[config.mk]
export PLATFORM = sky130hd
export DESIGN_NAME = booth_mult_arbiter
export DESIGN_NICKNAME = d
export VERILOG_FILES = /design/src/rtl/booth_mult_arbiter.sv
export SDC_FILE = /design/constraint.sdc
export NUM_CORES = 1
export LEC_CHECK = 0
export BUFFER_PORTS_ARGS = -buffer_cell sky130_fd_sc_hd__buf_4
export CORE_AREA = 3 3 179 181
export CTS_CLUSTER_SIZE = 24
export DETAILED_ROUTE_END_ITERATION = 7
export DIE_AREA = 0 0 182 184
export GPL_TIMING_DRIVEN = 0
export PLACE_DENSITY_LB_ADDON = 0.2
export SLEW_MARGIN = 20
export SYNTH_ARGS = -nofsm -noshare
export SYNTH_HDL_FRONTEND = slang
export SYNTH_SLANG_ARGS = --single-unit
[constraint.sdc]
create_clock -name clk -period 2.25 [get_ports clk]
set_input_delay 0.225 -clock clk [delete_from_list [all_inputs] [get_ports clk]]
set_output_delay 0.225 -clock clk [all_outputs]
set_load 0.05 [all_outputs]
[src/rtl/booth_mult_arbiter.sv]
// ============================================================================
// booth_mult_arbiter
//
// Purpose:
//   Round-robin front end that shares one sequential 32x32 signed Booth
//   multiplier between NREQ requesters. One request at a time is accepted
//   over a valid/ready handshake and its operands are latched. The multiplier
//   is then walked through a clear cycle, a post-clear settle cycle and a run
//   phase that lasts until its done pulse. The 64-bit product is returned
//   tagged with the requester index. A watchdog abandons the run phase if the
//   multiplier never reports done. In that case the response carries no
//   product and rsp_timeout is set.
//
// Parameters:
//   NREQ     number of requesters (2..8)
//   IDW      width of a requester index (clog2 NREQ)
//   TIMEOUT  maximum number of run-phase cycles before the operation is dropped
//
// Ports:
//   clk          in   clock, all logic on the rising edge
//   reset        in   asynchronous active-low reset (0 = reset asserted)
//   req_valid    in   [NREQ]      per-requester request valid
//   req_m        in   [NREQ*32]   multiplicands, requester i at [32i+31:32i]
//   req_q        in   [NREQ*32]   multipliers, same packing
//   req_ready    out  [NREQ]      one-hot, single-cycle acceptance pulse
//   rsp_valid    out              response valid, held until rsp_ready
//   rsp_ready    in               response consumer ready
//   rsp_id       out  [IDW]       requester index the response belongs to
//   rsp_result   out  [64]        signed product m*q (0 on timeout)
//   rsp_timeout  out              response abandoned by the watchdog
//   mul_m        out  [32]        multiplier operand m
//   mul_q        out  [32]        multiplier operand q
//   mul_en       out              multiplier enable
//   mul_reset    out              multiplier synchronous active-high clear
//   mul_result   in   [64]        multiplier product
//   mul_done     in               multiplier done pulse
//   busy         out              high in every state except IDLE
// ============================================================================
module booth_mult_arbiter #(
    parameter int NREQ    = 4,
    parameter int IDW     = 2,
    parameter int TIMEOUT = 40
) (
    input  logic               clk,
    input  logic               reset,
    input  logic [NREQ-1:0]    req_valid,
    input  logic [NREQ*32-1:0] req_m,
    input  logic [NREQ*32-1:0] req_q,
    output logic [NREQ-1:0]    req_ready,
    output logic               rsp_valid,
    input  logic               rsp_ready,
    output logic [IDW-1:0]     rsp_id,
    output logic [63:0]        rsp_result,
    output logic               rsp_timeout,
    output logic [31:0]        mul_m,
    output logic [31:0]        mul_q,
    output logic               mul_en,
    output logic               mul_reset,
    input  logic [63:0]        mul_result,
    input  logic               mul_done,
    output logic               busy
);

    // One extra bit over clog2 so TIMEOUT-1 always fits with headroom.
    localparam int WDW = $clog2(TIMEOUT) + 1;

    typedef enum logic [2:0] {
        S_IDLE,
        S_CLR,
        S_SETTLE,
        S_RUN,
        S_RESP
    } state_t;

    state_t state;
    state_t state_nxt;

    logic [IDW-1:0]  ptr;
    logic [WDW-1:0]  wd_cnt;

    logic            grant_any;
    logic [IDW-1:0]  grant_idx;
    logic [NREQ-1:0] upper_mask;
    logic [NREQ-1:0] upper_valid;
    logic [31:0]     sel_m;
    logic [31:0]     sel_q;
    logic            wd_expire;

    // ------------------------------------------------------------------------
    // Round-robin grant. Requesters above the pointer have priority. The
    // lowest of them wins. If none of them is valid, the search wraps and the
    // lowest valid requester overall wins. Each scan runs downward so that
    // the last assignment, which is the lowest index, sticks.
    // ------------------------------------------------------------------------
    always_comb begin
        upper_mask = '0;
        for (int i = 0; i < NREQ; i++) begin
            upper_mask[i] = (i > int'(ptr));
        end
        upper_valid = req_valid & upper_mask;
        grant_any   = |req_valid;
        grant_idx   = '0;
        for (int i = NREQ - 1; i >= 0; i--) begin
            if (req_valid[i]) begin
                grant_idx = IDW'(i);
            end
        end
        if (|upper_valid) begin
            for (int i = NREQ - 1; i >= 0; i--) begin
                if (upper_valid[i]) begin
                    grant_idx = IDW'(i);
                end
            end
        end
    end

    // ------------------------------------------------------------------------
    // Operand mux for the grantee. This is an explicit compare-and-select,
    // so no variable part-select is needed on the packed request buses.
    // ------------------------------------------------------------------------
    always_comb begin
        sel_m = '0;
        sel_q = '0;
        for (int i = 0; i < NREQ; i++) begin
            if (grant_idx == IDW'(i)) begin
                sel_m = req_m[i*32 +: 32];
                sel_q = req_q[i*32 +: 32];
            end
        end
    end

    assign wd_expire = (wd_cnt == WDW'(TIMEOUT - 1));

    // ------------------------------------------------------------------------
    // Next-state and state-decoded outputs. The acceptance pulse is gated
    // with reset. Without the gate, a requester holding valid while reset is
    // asserted would see req_ready, because IDLE is also the reset state.
    // ------------------------------------------------------------------------
    always_comb begin
        state_nxt = state;
        req_ready = '0;
        mul_en    = 1'b0;
        mul_reset = 1'b0;
        rsp_valid = 1'b0;
        busy      = 1'b1;
        case (state)
            S_IDLE: begin
                busy = 1'b0;
                if (grant_any && reset) begin
                    req_ready[grant_idx] = 1'b1;
                    state_nxt            = S_CLR;
                end
            end
            S_CLR: begin
                mul_en    = 1'b1;
                mul_reset = 1'b1;
                state_nxt = S_SETTLE;
            end
            S_SETTLE: begin
                mul_en    = 1'b1;
                state_nxt = S_RUN;
            end
            S_RUN: begin
                mul_en = 1'b1;
                if (mul_done || wd_expire) begin
                    state_nxt = S_RESP;
                end
            end
            S_RESP: begin
                rsp_valid = 1'b1;
                if (rsp_ready) begin
                    state_nxt = S_IDLE;
                end
            end
            default: begin
                state_nxt = S_IDLE;
            end
        endcase
    end

    // ------------------------------------------------------------------------
    // State register. The pointer resets to NREQ-1 so that requester 0 is
    // the first in line after reset.
    // ------------------------------------------------------------------------
    always_ff @(posedge clk or negedge reset) begin
        if (!reset) begin
            state <= S_IDLE;
        end else begin
            state <= state_nxt;
        end
    end

    // ------------------------------------------------------------------------
    // Accept path. On the accept edge, capture the grantee's operands and
    // index, and move the pointer to it. The operands then stay untouched
    // until the next accept, so the multiplier sees stable inputs through
    // the response.
    // ------------------------------------------------------------------------
    always_ff @(posedge clk or negedge reset) begin
        if (!reset) begin
            ptr    <= IDW'(NREQ - 1);
            mul_m  <= '0;
            mul_q  <= '0;
            rsp_id <= '0;
        end else if (state == S_IDLE && grant_any) begin
            ptr    <= grant_idx;
            mul_m  <= sel_m;
            mul_q  <= sel_q;
            rsp_id <= grant_idx;
        end
    end

    // ------------------------------------------------------------------------
    // Watchdog and result capture. The counter is zeroed in SETTLE, so it
    // reads 0 in the first RUN cycle. A done pulse is checked before the
    // watchdog, so a done on the final permitted cycle still delivers the
    // product.
    // ------------------------------------------------------------------------
    always_ff @(posedge clk or negedge reset) begin
        if (!reset) begin
            wd_cnt      <= '0;
            rsp_result  <= '0;
            rsp_timeout <= 1'b0;
        end else begin
            case (state)
                S_SETTLE: begin
                    wd_cnt <= '0;
                end
                S_RUN: begin
                    wd_cnt <= wd_cnt + WDW'(1);
                    if (mul_done) begin
                        rsp_result  <= mul_result;
                        rsp_timeout <= 1'b0;
                    end else if (wd_expire) begin
                        rsp_result  <= '0;
                        rsp_timeout <= 1'b1;
                    end
                end
                default: begin
                end
            endcase
        end
    end

endmodule

Word level (Yosys, flattened, before mapping)
Cells that the tools add are included.

word-level totals
  register bits after elaboration = 143
  input port bits = 328
  output and inout port bits = 139
  word-level logic and storage cells = 73

operators by class
  $add $sub $neg = 1
  order comparisons = 5
  eq/ne operators = 11
  muxes and demuxes = 34
  bitwise logic cells = 1
  reduce and logical (&&, ||, !) cells = 13

operator list
  cell                                                        count
  2-to-1 mux 32 bit                                           8
  2-to-1 mux 64 bit                                           2
  2-to-1 mux 2 bit                                            9
  one-hot mux 3 bit (5 select lines)                          1
  one-hot mux 7 bit (2 select lines)                          1
  2-to-1 mux 3 bit                                            3
  2-to-1 mux 4 bit                                            2
  OR reduction 4 bit                                          2
  adder 7 x 1 -> 7 bit, second input constant                 1
  == test 7 x 6 -> 1 bit, second input constant               1
  2-to-1 mux 1 bit                                            7
  == test 3 x 2 -> 1 bit, second input constant               2
  inequality test 2 bit, second input constant                3
  AND 4 bit                                                   1
  == test 2 bit, second input constant                        2
  greater-than comparator 2 bit, first input constant         2
  nonzero test 2 bit                                          2
  == test 3 x 1 -> 1 bit, second input constant               1
  == test 3 bit, second input constant                        1
  logical AND 1 bit                                           3
  logical NOT 3 bit                                           1
  less-than comparator 2 x 3 -> 1 bit, second input constant  1
  AND reduction 3 bit                                         1
  OR reduction 3 bit                                          1
  other kinds (7)                                             7

Depth between registers and ports, before layout
Gate-level depths: netlist of run 1.

  depth after elaboration = 15
  depth in mapped cells = 8
  gate-level depth less buffers = 5

Worst setup path before layout of run 1
No wires, ideal clock.

  path kind = register to output
  start point = register ptr[0]
  end point = output req_ready[3]
  data arrival time = 2.966 ns
  required time = 2.025 ns
  setup slack = -0.941 ns
  stages on the path, launching flop included = 7
  path buffers = 2
  cells stage by stage = dfstp_2 > clkbuf_1 > nor2_1 > nand2_1 > o221ai_1 > clkbuf_1 > nor4_1

on the way
  longest elaborated chain between the ends = 13
  elaborated cells between the ends (all ways) = 17
  classes of those cells = 5 x order compare; 9 x mux; 1 x bitwise; 2 x reduce/logical

ends and longest elaborated chain
  item                                                                                                       RTL line  text
  start: declaration                                                                                         78        logic [IDW-1:0] ptr;
  start signal: assignment                                                                                   201       ptr <= IDW'(NREQ - 1);
  start signal: assignment                                                                                   206       ptr <= grant_idx;
  greater-than comparator 2 bit                                                                              98        upper_mask[i] = (i > int'(ptr));
  AND 4 bit *                                                                                                100       upper_valid = req_valid & upper_mask;
  2-to-1 mux 2 bit (4 in a row)                                                                              110       if (upper_valid[i]) begin
  2-to-1 mux 2 bit *                                                                                         108       if (|upper_valid) begin
  less-than comparator 2 x 3 -> 1 bit (not written as such) or >= comparator 2 x 1 -> 1 bit (tied branches)  150       req_ready[grant_idx] = 1'b1;
  logical AND 1 bit (not written as such)                                                                    150
  2-to-1 mux 1 bit (not written as such)                                                                     150
  demux 1 bit (select 2 bit) *                                                                               150
  2-to-1 mux 4 bit *                                                                                         149       if (grant_any && reset) begin
  2-to-1 mux 4 bit *                                                                                         146       case (state)
  end: declaration                                                                                           49        output logic [NREQ-1:0] req_ready,

Mark *: on every way between the ends. The rest lies on a longest branch, timed or not.

Worst setup path in the final report of run 1
  start point = register ptr[1]
  end point = output req_ready[3]

Same word-level chain as after synthesis.

==> out/metrics.cfg, run 1 <==
[status]
outcome=finished with violations
failed_checks=negative setup slack

[logic_synthesis]
asyncSetResetFlopFracSynth_pct=100
synth-simple-area-share_pct=11.4
synth-compound-area-share_pct=27.2
post_synth_xor_area_fraction_pct=0.121
postSynthNetCount=1041
synth_area_um2=7220
seq_area_frac_synth_pct=49.6
synth_cell_types=41
synth-adder-area-share_pct=0.173
synth_enable_flop_cells=0
synth_mux_area_share_pct=6.93
syn_avg_cell_area_um2=10.1
ys_warn_count=0
ys_ff_latch=143
combinational_family_with_the_most_area_after_synthesis=compound AO/OA/AOI/OAI gates
most_used_flip_flop_cell_after_synthesis=sky130_fd_sc_hd__dfrtp_1
syn_inst_count=712

[finish]
area_delta_synth_final_pct=72.5
final_core_util_pct=40.7
final_layout_size_suffix_gt1_share_pct=50.6
fin_area_um2=12500
final_nets=1563

[global_route]
groute.usage.overall_pct=19.1
first_global_vias=8273
wire_length_of_the_first_global_routing_pass_mm=49.4
grt_start_max_net_pins=85
globalRouteOverflowTotal=0
antenna_found_initial=3

[timing]
finalSetupViolations=1
worst-slew-pin-transition_ns=0.560
slew_headroom_pct=62.6
timing_max_transition_violations_final=0
period_minus_slack_ns=2.25
finalHoldWorstSlack_ns=0.0189
finalCritPeriodShare_pct=100
clock_skew_ns=0.0171
finalHoldViolCount=0
grt_setup_unrepaired=yes
timing.fmax_mhz=444
postLayoutSetupSlackWorst_ns=-0.00170
fin_setup_tns_ns=-0.00170

[worst_hold_path]
worst_hold_path.endpoint=rsp_result[49]$_DFFE_PN0P_
holdCritStartpoint=mul_result[49]
min_path_cells=2
min-delay-path-class=primary input to flop

[clocking]
h-tree-depth=4
clock_latency_ns=0.43
tritoncts_buffer_count=17
clk_path_buf_depth=2
clock_root_cell=sky130_fd_sc_hd__clkbuf_16
tritoncts=yes
cts_num_sinks=143
clk_pin_slew_worst_paths_ns=0.08

[place]
gpl.final_weighted_congestion=0.825
final_hpwl_dp_mm=25.4
pre_cts_ws_ns=-0.588
placement.cell_area_um2=11300
numPortBuffers=464

[power]
sw_frac_of_total_pct=50.6
power.clock.fraction_pct=14.1
combPwrFrac_pct=62.9
net-switching-power_w=0.0101
static_leakage_nw=5.96
vdd.ir_drop.worst_v=0.000679
pwr_density_cell_nw_per_um2=1600
p_seq_share_pct=22.9
cell_internal_pwr_w=0.00988

[setup_path]
cp.arrival_ns=2.03
worst-endpoint-required_ns=2.03
cp-start-kind=flop
criticalPathCategory=flop to primary output
reg2reg_slack_ns=0.07
terminus_of_the_critical_flop_to_flop_path=mul_m[10]$_DFFE_PN0P_
endpoint_kind=primary output
rr_startpoint=ptr[1]$_DFFE_PN1P_
crit_fanout=10
reg2reg_depth=9

[route]
drt-vias-per-instance=4.81
first_pass_iters=5
drcViolationCount=0
drt_iter0_drc=325
wl_per_cell_um=20.6
detailed_route_wl_mm=33.8
detail-route-antenna-nets=0
route.vias.total=7919

[die]
coreArea_um2=30600
fp.dieArea_um2=33500
die_w_um=182
fp-row-count=64
die_h_um=184
top_level_ports=467
effective_utilization_at_floorplan_pct=23.6

[job]
drv.max_cap_violation_count=0

## placed cells by master (no fill, tap or decap), types with 3 or more instances in the layout
master,count
sky130_fd_sc_hd__buf_4,484
sky130_fd_sc_hd__dfrtp_1,139
sky130_fd_sc_hd__nor2_1,107
sky130_fd_sc_hd__a22o_1,68
sky130_fd_sc_hd__a21oi_1,60
sky130_fd_sc_hd__mux2_2,40
sky130_fd_sc_hd__a221o_1,40
sky130_fd_sc_hd__nand3_1,30
sky130_fd_sc_hd__o21ai_0,28
sky130_fd_sc_hd__a21o_1,24
sky130_fd_sc_hd__a221oi_1,22
sky130_fd_sc_hd__nand2_1,21
sky130_fd_sc_hd__clkbuf_1,19
sky130_fd_sc_hd__clkbuf_16,18
sky130_fd_sc_hd__dlygate4sd3_1,16
sky130_fd_sc_hd__buf_6,11
sky130_fd_sc_hd__buf_2,9
sky130_fd_sc_hd__clkbuf_2,8
sky130_fd_sc_hd__clkinvlp_4,6
sky130_fd_sc_hd__buf_1,6
sky130_fd_sc_hd__a21oi_2,5
sky130_fd_sc_hd__buf_8,5
sky130_fd_sc_hd__mux2i_1,5
sky130_fd_sc_hd__inv_6,5
sky130_fd_sc_hd__nor2b_1,4
sky130_fd_sc_hd__clkbuf_4,4
sky130_fd_sc_hd__diode_2,3
sky130_fd_sc_hd__buf_12,3
sky130_fd_sc_hd__o21a_1,3
sky130_fd_sc_hd__nor3_1,3
sky130_fd_sc_hd__inv_8,3
## per-layer routing
layer / part of all wire, % / wire length, um / global-route usage, % / vias up
met5: 0 / 0 / 0 / -
met4: 1.8 / 611 / 5.97 / 0
met3: 8.4 / 2830 / 5.38 / 30
met2: 50 / 16900 / 33.0 / 359
met1: 40 / 13500 / 23.2 / 3812
li1: - / - / - / 3718
## power groups by stage
stage / combinational, W / sequential, W / clock, W
finish: 0.0126 / 0.00458 / 0.00283
global route: 0.0134 / 0.00474 / 0.00300
CTS: 0.0124 / 0.00458 / 0.00291
detailed placement: 0.0120 / 0.00460 / 0
global placement: 0.0119 / 0.00456 / 0
floorplan: 0.00408 / 0.00845 / 0
## sequential cells by signal (all words and copies together) (netlist names)
name         flops
rsp_id           2
mul_m           32
rsp_result      64
mul_q           32
rsp_timeout      1
ptr              2
state            3
wd_cnt           7
## repair_timing
item	CTS	global route
hold buffers	17	0
endpoints found under the setup margin	122	87
hold endpoints to repair	74	0
buffers inserted	14	11
gates resized for setup	41	57
cloned	0	1
pin swaps	5	7
## Yosys cell counts, drive strengths merged, types with 2 or more instances
master / instances / share of area [%]
inv: 3 / 0.16
o21ai: 32 / 2.2
nor3: 4 / 0.28
nor4: 2 / 0.17
or4: 2 / 0.26
nor3b: 2 / 0.28
o221ai: 3 / 0.36
a21o: 24 / 2.5
mux2: 40 / 6.2
dfrtp: 141 / 49
and2: 4 / 0.38
a21oi: 65 / 4.5
or2: 2 / 0.17
nand3: 30 / 2.1
nand2b: 2 / 0.17
buf: 29 / 2.5
nand2: 24 / 1.2
a221o: 40 / 5.5
and3: 2 / 0.17
dfstp: 2 / 0.73
nor2b: 7 / 0.61
clkbuf: 37 / 1.9
mux2i: 5 / 0.69
nor2: 108 / 5.6
a221oi: 22 / 2.7
a22o: 68 / 8.2
o21a: 4 / 0.42
## per-stage QoR
step,instances,total power [W]
3_5_place_dp,1573,0.0166
6_report,1645,0.0200
5_1_grt,1645,0.0211
3_3_place_gp,1572,0.0165
2_1_floorplan,712,0.0125
4_1_cts,1632,0.0199
## area by class of cell
type,instances,area [um^2]
fillers,3152,18100
repair buffers,508,3940
flip-flops and latches,143,3580
multi-input cells,500,3460
well taps,396,495
clock buffers,17,425
plain buffers,61,415
clock inverters,14,124
inverters,3,15.0
diodes,3,7.51
## how the worst max path moves through the flow
stage / start / end / slack [ns] / cells past startpoint
after floorplan: ptr[0]$_DFFE_PN1P_ / req_ready[3] / -0.07 / 6
after global placement: reset / req_ready[3] / -0.95 / 4
after detailed placement: state[2]$_DFFE_PN0P_ / req_ready[3] / -0.59 / 7
after CTS: ptr[1]$_DFFE_PN1P_ / req_ready[3] / -0.11 / 7
after global routing: ptr[1]$_DFFE_PN1P_ / req_ready[3] / -0.08 / 6
final: ptr[1]$_DFFE_PN1P_ / req_ready[3] / -0.002 / 6
## cells by family (layout without fill, tap and decap cells)
family,count (synthesis),count (layout)
AND/OR/NAND/NOR,189,189
XOR/XNOR,1,1
multiplexers,45,45
buffers and inverters,69,603
AO/OA/AOI/OAI,264,264
other,0,3
adder cells (fa/ha/maj),1,1
flip-flops,143,143
## critical path: stages, from the launching register on
cell and delay (ns):
sky130_fd_sc_hd__dfstp_2 0.55, sky130_fd_sc_hd__buf_12 0.11, sky130_fd_sc_hd__clkinvlp_4 0.11, sky130_fd_sc_hd__o21a_4 0.24
sky130_fd_sc_hd__buf_4 0.18, sky130_fd_sc_hd__nor4_4 0.22, sky130_fd_sc_hd__buf_6 0.19
Power figures use the tool's default switching activity.
==> inputs of run 2 (changes only) <==
--- a/config.mk
+++ b/config.mk
@@ -6,10 +6,10 @@
 export NUM_CORES = 1
 export LEC_CHECK = 0
 export BUFFER_PORTS_ARGS = -buffer_cell sky130_fd_sc_hd__buf_4
-export CORE_AREA = 3 3 179 181
+export CORE_AREA = 3 3 182 184
 export CTS_CLUSTER_SIZE = 24
 export DETAILED_ROUTE_END_ITERATION = 7
-export DIE_AREA = 0 0 182 184
+export DIE_AREA = 0 0 185 187
 export GPL_TIMING_DRIVEN = 0
 export PLACE_DENSITY_LB_ADDON = 0.2
 export SLEW_MARGIN = 20
==> constraint.sdc (replaced) <==
create_clock -name clk -period 2 [get_ports clk]
set_input_delay 0.2 -clock clk [delete_from_list [all_inputs] [get_ports clk]]
set_output_delay 0.2 -clock clk [all_outputs]
set_load 0.05 [all_outputs]
==> out/metrics.cfg, run 2 (synthesized netlist as in run 1, its figures left out) <==
[status]
outcome=finished with violations
failed_checks=negative hold slack, negative setup slack

[setup_path]
cp-start-kind=flop
worst-endpoint-required_ns=1.80
path_cells=buf_4 > and2_1 > o311a_4 > buf_8 > nor2b_4 > buf_6
endpoint_kind=primary output
rr_startpoint=ptr[1]$_DFFE_PN1P_
crit_fanout=10
slowest_delay_ns=0.64
crit_start=ptr[0]$_DFFE_PN1P_
cp.arrival_ns=2.06
criticalPathCategory=flop to primary output
slowest_cp_cell=sky130_fd_sc_hd__dfstp_2

[route]
drt-vias-per-instance=4.78
drt_iter0_drc=337
detailed_route_wl_mm=36.2
route.vias.total=8320
detail-route-antenna-nets=0
drcViolationCount=0
first_pass_iters=4
wl_per_cell_um=20.8

[clocking]
clock_root_cell=sky130_fd_sc_hd__clkbuf_16
h-tree-depth=4
clk_path_buf_depth=2
cts_hold_buffers=95
cts_num_sinks=143
tritoncts=yes
tritoncts_buffer_count=17
clock_latency_ns=0.42
clk_pin_slew_worst_paths_ns=0.08

[die]
top_level_ports=467
effective_utilization_at_floorplan_pct=22.9
coreArea_um2=31600
die_w_um=185
fp-row-count=65
fp.dieArea_um2=34600
die_h_um=187

[finish]
reg_top3=rsp_result x64, mul_m x32, mul_q x32
most_flop_heavy_register=rsp_result
insertedDiodeCount=0
layout.cells.non_filler=1740
final_nets=1654
layout.cells.most_common_list=sky130_fd_sc_hd__buf_4, sky130_fd_sc_hd__dfrtp_1, sky130_fd_sc_hd__nor2_1
layout.cells.most_common=sky130_fd_sc_hd__buf_4
flip_flop_count_of_the_largest_register_all_copies_and_words_added=64
final_layout_size_suffix_gt1_share_pct=51.3
area_delta_synth_final_pct=92.0

[global_route]
grt_util_met3_pct=5.91
grt_start_max_net_pins=82
globalRouteOverflowTotal=0
gr-max-usage-layer=met2
wire_length_of_the_first_global_routing_pass_mm=52.7
use_met2_pct=35.3
first_global_vias=8758
groute.usage.overall_pct=19.8
antenna_found_initial=1
gr-usage-met1_pct=23.5

[timing]
finalSetupViolations=43
fin_setup_tns_ns=-4.28
timing_max_transition_violations_final=0
period_minus_slack_ns=2.26
clock_skew_ns=0.0125
postLayoutSetupSlackWorst_ns=-0.262
timing.fmax_mhz=442
finalHoldWorstSlack_ns=-0.262
finalCritPeriodShare_pct=113
worst-slew-pin-transition_ns=0.744
grt_setup_unrepaired=yes
finalHoldViolCount=75
slew_headroom_pct=50.4

[place]
pre_cts_ws_ns=-0.618
placed_cells_incl_taps=1579
numPortBuffers=464
final_hpwl_dp_mm=26.1
gpl.final_weighted_congestion=0.819

[power]
pwr_density_cell_nw_per_um2=1710
vdd.ir_drop.worst_v=0.000831
power_w=0.0237
static_leakage_nw=6.73

[job]
drv.max_cap_violation_count=0

[worst_hold_path]
min-delay-path-class=primary input to asynchronous set/reset pin

-- run 2: changes by cell type in the layout (fill, tap and decap cells not counted), moves of 5 or more --
cell / change
sky130_fd_sc_hd__clkbuf_1: -15
sky130_fd_sc_hd__a221oi_1: -13
sky130_fd_sc_hd__buf_4: +7
sky130_fd_sc_hd__buf_1: -6
sky130_fd_sc_hd__buf_6: +12
sky130_fd_sc_hd__a221oi_2: +13
sky130_fd_sc_hd__mux2_4: +40
sky130_fd_sc_hd__dlygate4sd3_1: +79
sky130_fd_sc_hd__clkbuf_2: +5
sky130_fd_sc_hd__mux2_2: -40
-- run 2: worst max-delay path: cells and delay by family, from the launching register on --
kind | cells | cell delay [ns]
simple gates | 2 | 0.30
flops | 1 | 0.64
compound gates | 1 | 0.23
buf+inv | 3 | 0.49
-- run 2: final timing paths --
| check | end | depth (start not counted) | slack (ns) |
|---|---|---|---|
| min in group clk | rsp_result[10]$_DFFE_PN0P_ | 2 | 0.03 |
| min reg2reg | rsp_id[1]$_DFFE_PN0P_ | 2 | 0.48 |
| min | rsp_result[35]$_DFFE_PN0P_ | 1 | -0.26 |
| max in group asynchronous | mul_m[1]$_DFFE_PN0P_ | 2 | 1.43 |
| max reg2reg | mul_m[21]$_DFFE_PN0P_ | 8 | -0.13 |
| max | req_ready[1] | 6 | -0.26 |
-- run 2: metal layers --
layer	routed length, um	up-vias
met5	13	-
met4	587	2
met3	2800	32
met2	18500	352
met1	14200	4029
li1	-	3905
-- run 2: area by class of cell --
cell class	instances	area (um^2)
fillers	3030	17700
repair buffers	599	4880
multi-input cells	500	3770
flip-flops and latches	143	3580
plain buffers	61	531
well taps	402	503
clock buffers	18	439
clock inverters	14	143
inverters	3	11.3
-- run 2: stage by stage --
| step | util, % | instance area (um^2) |
|---|---|---|
| after floorplan | - | 7280 |
| after global placement | 35.7 | 11300 |
| after detailed placement | 35.8 | 11300 |
| after CTS | 42.8 | 13500 |
| after global routing | 44.0 | 13900 |
| final | 44.0 | 13900 |
-- run 2: power breakdown --
part | leakage, nW | internal [W] | switching (W)
Combinational | 4.73 | 0.00587 | 0.00938
Sequential | 1.72 | 0.00431 | 0.000850
Clock | 0.280 | 0.00170 | 0.00156
-- run 2: repair_timing --
| item | in CTS | in global routing |
|---|---|---|
| endpoints found under the hold margin | 170 | 75 |
| gates cloned | 3 | 1 |
| resized for setup | 140 | 97 |
| setup buffers | 24 | 15 |
| endpoints found under the setup margin | 127 | 136 |
| pin swaps | 33 | 28 |
==> inputs of run 3 (changes only) <==
--- a/config.mk
+++ b/config.mk
@@ -6,10 +6,10 @@
 export NUM_CORES = 1
 export LEC_CHECK = 0
 export BUFFER_PORTS_ARGS = -buffer_cell sky130_fd_sc_hd__buf_4
-export CORE_AREA = 3 3 182 184
+export CORE_AREA = 4 4 178 180
 export CTS_CLUSTER_SIZE = 24
 export DETAILED_ROUTE_END_ITERATION = 7
-export DIE_AREA = 0 0 185 187
+export DIE_AREA = 0 0 182 184
 export GPL_TIMING_DRIVEN = 0
 export PLACE_DENSITY_LB_ADDON = 0.2
 export SLEW_MARGIN = 20
==> out/metrics.cfg, run 3 (synthesized netlist as in run 1, its figures left out) <==
[finish]
most_flop_heavy_register=rsp_result
layout.cells.non_filler=1720
final_nets=1639
area_delta_synth_final_pct=90.1
reg_top3=rsp_result x64, mul_m x32, mul_q x32
fin_area_um2=13700
layout.cells.most_common_list=sky130_fd_sc_hd__buf_4, sky130_fd_sc_hd__dfrtp_1, sky130_fd_sc_hd__nor2_1
flip_flop_count_of_the_largest_register_all_copies_and_words_added=64
final_layout_size_suffix_gt1_share_pct=51.7
layout.cells.most_common=sky130_fd_sc_hd__buf_4

[worst_hold_path]
min-delay-path-class=primary input to asynchronous set/reset pin

[power]
p_seq_share_pct=22.1
sw_frac_of_total_pct=49.6
net-switching-power_w=0.0117
power_w=0.0235
power.clock.fraction_pct=13.7
pwr_density_cell_nw_per_um2=1710
cell_internal_pwr_w=0.0119
vdd.ir_drop.worst_v=0.000609
combPwrFrac_pct=64.2
static_leakage_nw=6.61

[route]
route.vias.total=8214
detailed_route_wl_mm=35.0
drcViolationCount=0
detail-route-antenna-nets=0
first_pass_iters=5
wl_per_cell_um=20.4
drt-vias-per-instance=4.78
drt_iter0_drc=418

[clocking]
cts_num_sinks=143
h-tree-depth=4
clk_pin_slew_worst_paths_ns=0.07
tritoncts_buffer_count=17
clock_root_cell=sky130_fd_sc_hd__clkbuf_16
clk_path_buf_depth=2
tritoncts=yes
clock_latency_ns=0.42

[timing]
finalHoldWorstSlack_ns=-0.261
slew_headroom_pct=60.4
period_minus_slack_ns=2.14
finalHoldViolCount=46
clock_skew_ns=0.0144
grt_setup_unrepaired=yes
worst-slew-pin-transition_ns=0.595
timing_max_transition_violations_final=0
fin_setup_tns_ns=-2.24
postLayoutSetupSlackWorst_ns=-0.144
finalCritPeriodShare_pct=107
timing.fmax_mhz=466
finalSetupViolations=44

[place]
gpl.final_weighted_congestion=0.823
numPortBuffers=464
placed_cells_incl_taps=1574
placement.cell_area_um2=11300
final_hpwl_dp_mm=26.0
pre_cts_ws_ns=-0.689

[setup_path]
cp.arrival_ns=1.94
worst-endpoint-required_ns=1.80
criticalPathCategory=flop to primary output
reg2reg_slack_ns=-0.12
terminus_of_the_critical_flop_to_flop_path=mul_m[27]$_DFFE_PN0P_
crit_fanout=6
reg2reg_depth=8
endpoint_kind=primary output
setup.worst_path.end=req_ready[0]
crit_start=ptr[1]$_DFFE_PN1P_
cp-start-kind=flop
rr_startpoint=ptr[1]$_DFFE_PN1P_

[die]
coreArea_um2=30200
top_level_ports=467
effective_utilization_at_floorplan_pct=23.9
die_w_um=182
fp-row-count=64
fp.dieArea_um2=33500
die_h_um=184

[global_route]
grt_start_max_net_pins=54
antenna_found_initial=2
globalRouteOverflowTotal=0
wire_length_of_the_first_global_routing_pass_mm=51.2
first_global_vias=8477
groute.usage.overall_pct=19.7

[status]
failed_checks=negative hold slack, negative setup slack
outcome=finished with violations

[job]
drv.max_cap_violation_count=0

## run 3: how the worst min path moves through the flow
stage | depth (start not counted) | endpoint | start
after floorplan | 0 | mul_m[0]$_DFFE_PN0P_ | reset
after global routing | 2 | rsp_result[48]$_DFFE_PN0P_ | reset
after detailed placement | 1 | rsp_result[35]$_DFFE_PN0P_ | reset
after global placement | 2 | rsp_result[46]$_DFFE_PN0P_ | mul_result[46]
final | 2 | rsp_result[48]$_DFFE_PN0P_ | reset
after CTS | 2 | rsp_result[48]$_DFFE_PN0P_ | reset
## run 3: power groups by stage
| stage | Sequential (W) | Combinational, W | Clock, W |
|---|---|---|---|
| after CTS | 0.00518 | 0.0150 | 0.00333 |
| after floorplan | 0.00951 | 0.00463 | 0 |
| after global placement | 0.00516 | 0.0134 | 0 |
| final | 0.00520 | 0.0151 | 0.00323 |
| after detailed placement | 0.00519 | 0.0135 | 0 |
| after global routing | 0.00536 | 0.0160 | 0.00345 |
## run 3: repair_timing
item,in CTS,in global routing
buffers inserted,35,6
endpoints found under the setup margin,122,116
hold buffers,82,1
pin swaps,49,13
endpoints found under the hold margin,126,47
resized for setup,148,59
cloned,3,0
## run 3: layout make-up
class / instances / area, um^2
fill: 2863 / 16500
inverter: 3 / 11.3
clock inverter: 14 / 149
buffer: 57 / 480
antenna: 1 / 2.50
tap: 396 / 495
timing repair buffer: 588 / 4830
multi-input combinational: 500 / 3750
sequential: 143 / 3580
clock buffer: 18 / 429
## run 3: worst max-delay path, cell delays in order (launching register included)
cell	delay [ns]
sky130_fd_sc_hd__dfstp_2	0.62
sky130_fd_sc_hd__buf_6	0.12
sky130_fd_sc_hd__nand2_4	0.05
sky130_fd_sc_hd__o21a_1	0.13
sky130_fd_sc_hd__o21ai_4	0.18
sky130_fd_sc_hd__clkbuf_8	0.15
sky130_fd_sc_hd__nor2b_4	0.13
sky130_fd_sc_hd__buf_6	0.16
## run 3: layer usage
metal  global-route usage [%]  routed length (um)
met5                        0                  13
met4                     5.70                 746
met3                     5.48                2850
met2                     33.8               17400
met1                     24.3               14000
## run 3: per-stage QoR
step                      hold WS, ns  utilization, %
after global routing           -0.258            45.5
after detailed placement        0.121            37.5
after CTS                      -0.265            45.0
after global placement          0.418            37.3
final                          -0.261            45.5
after floorplan               -0.0956               -
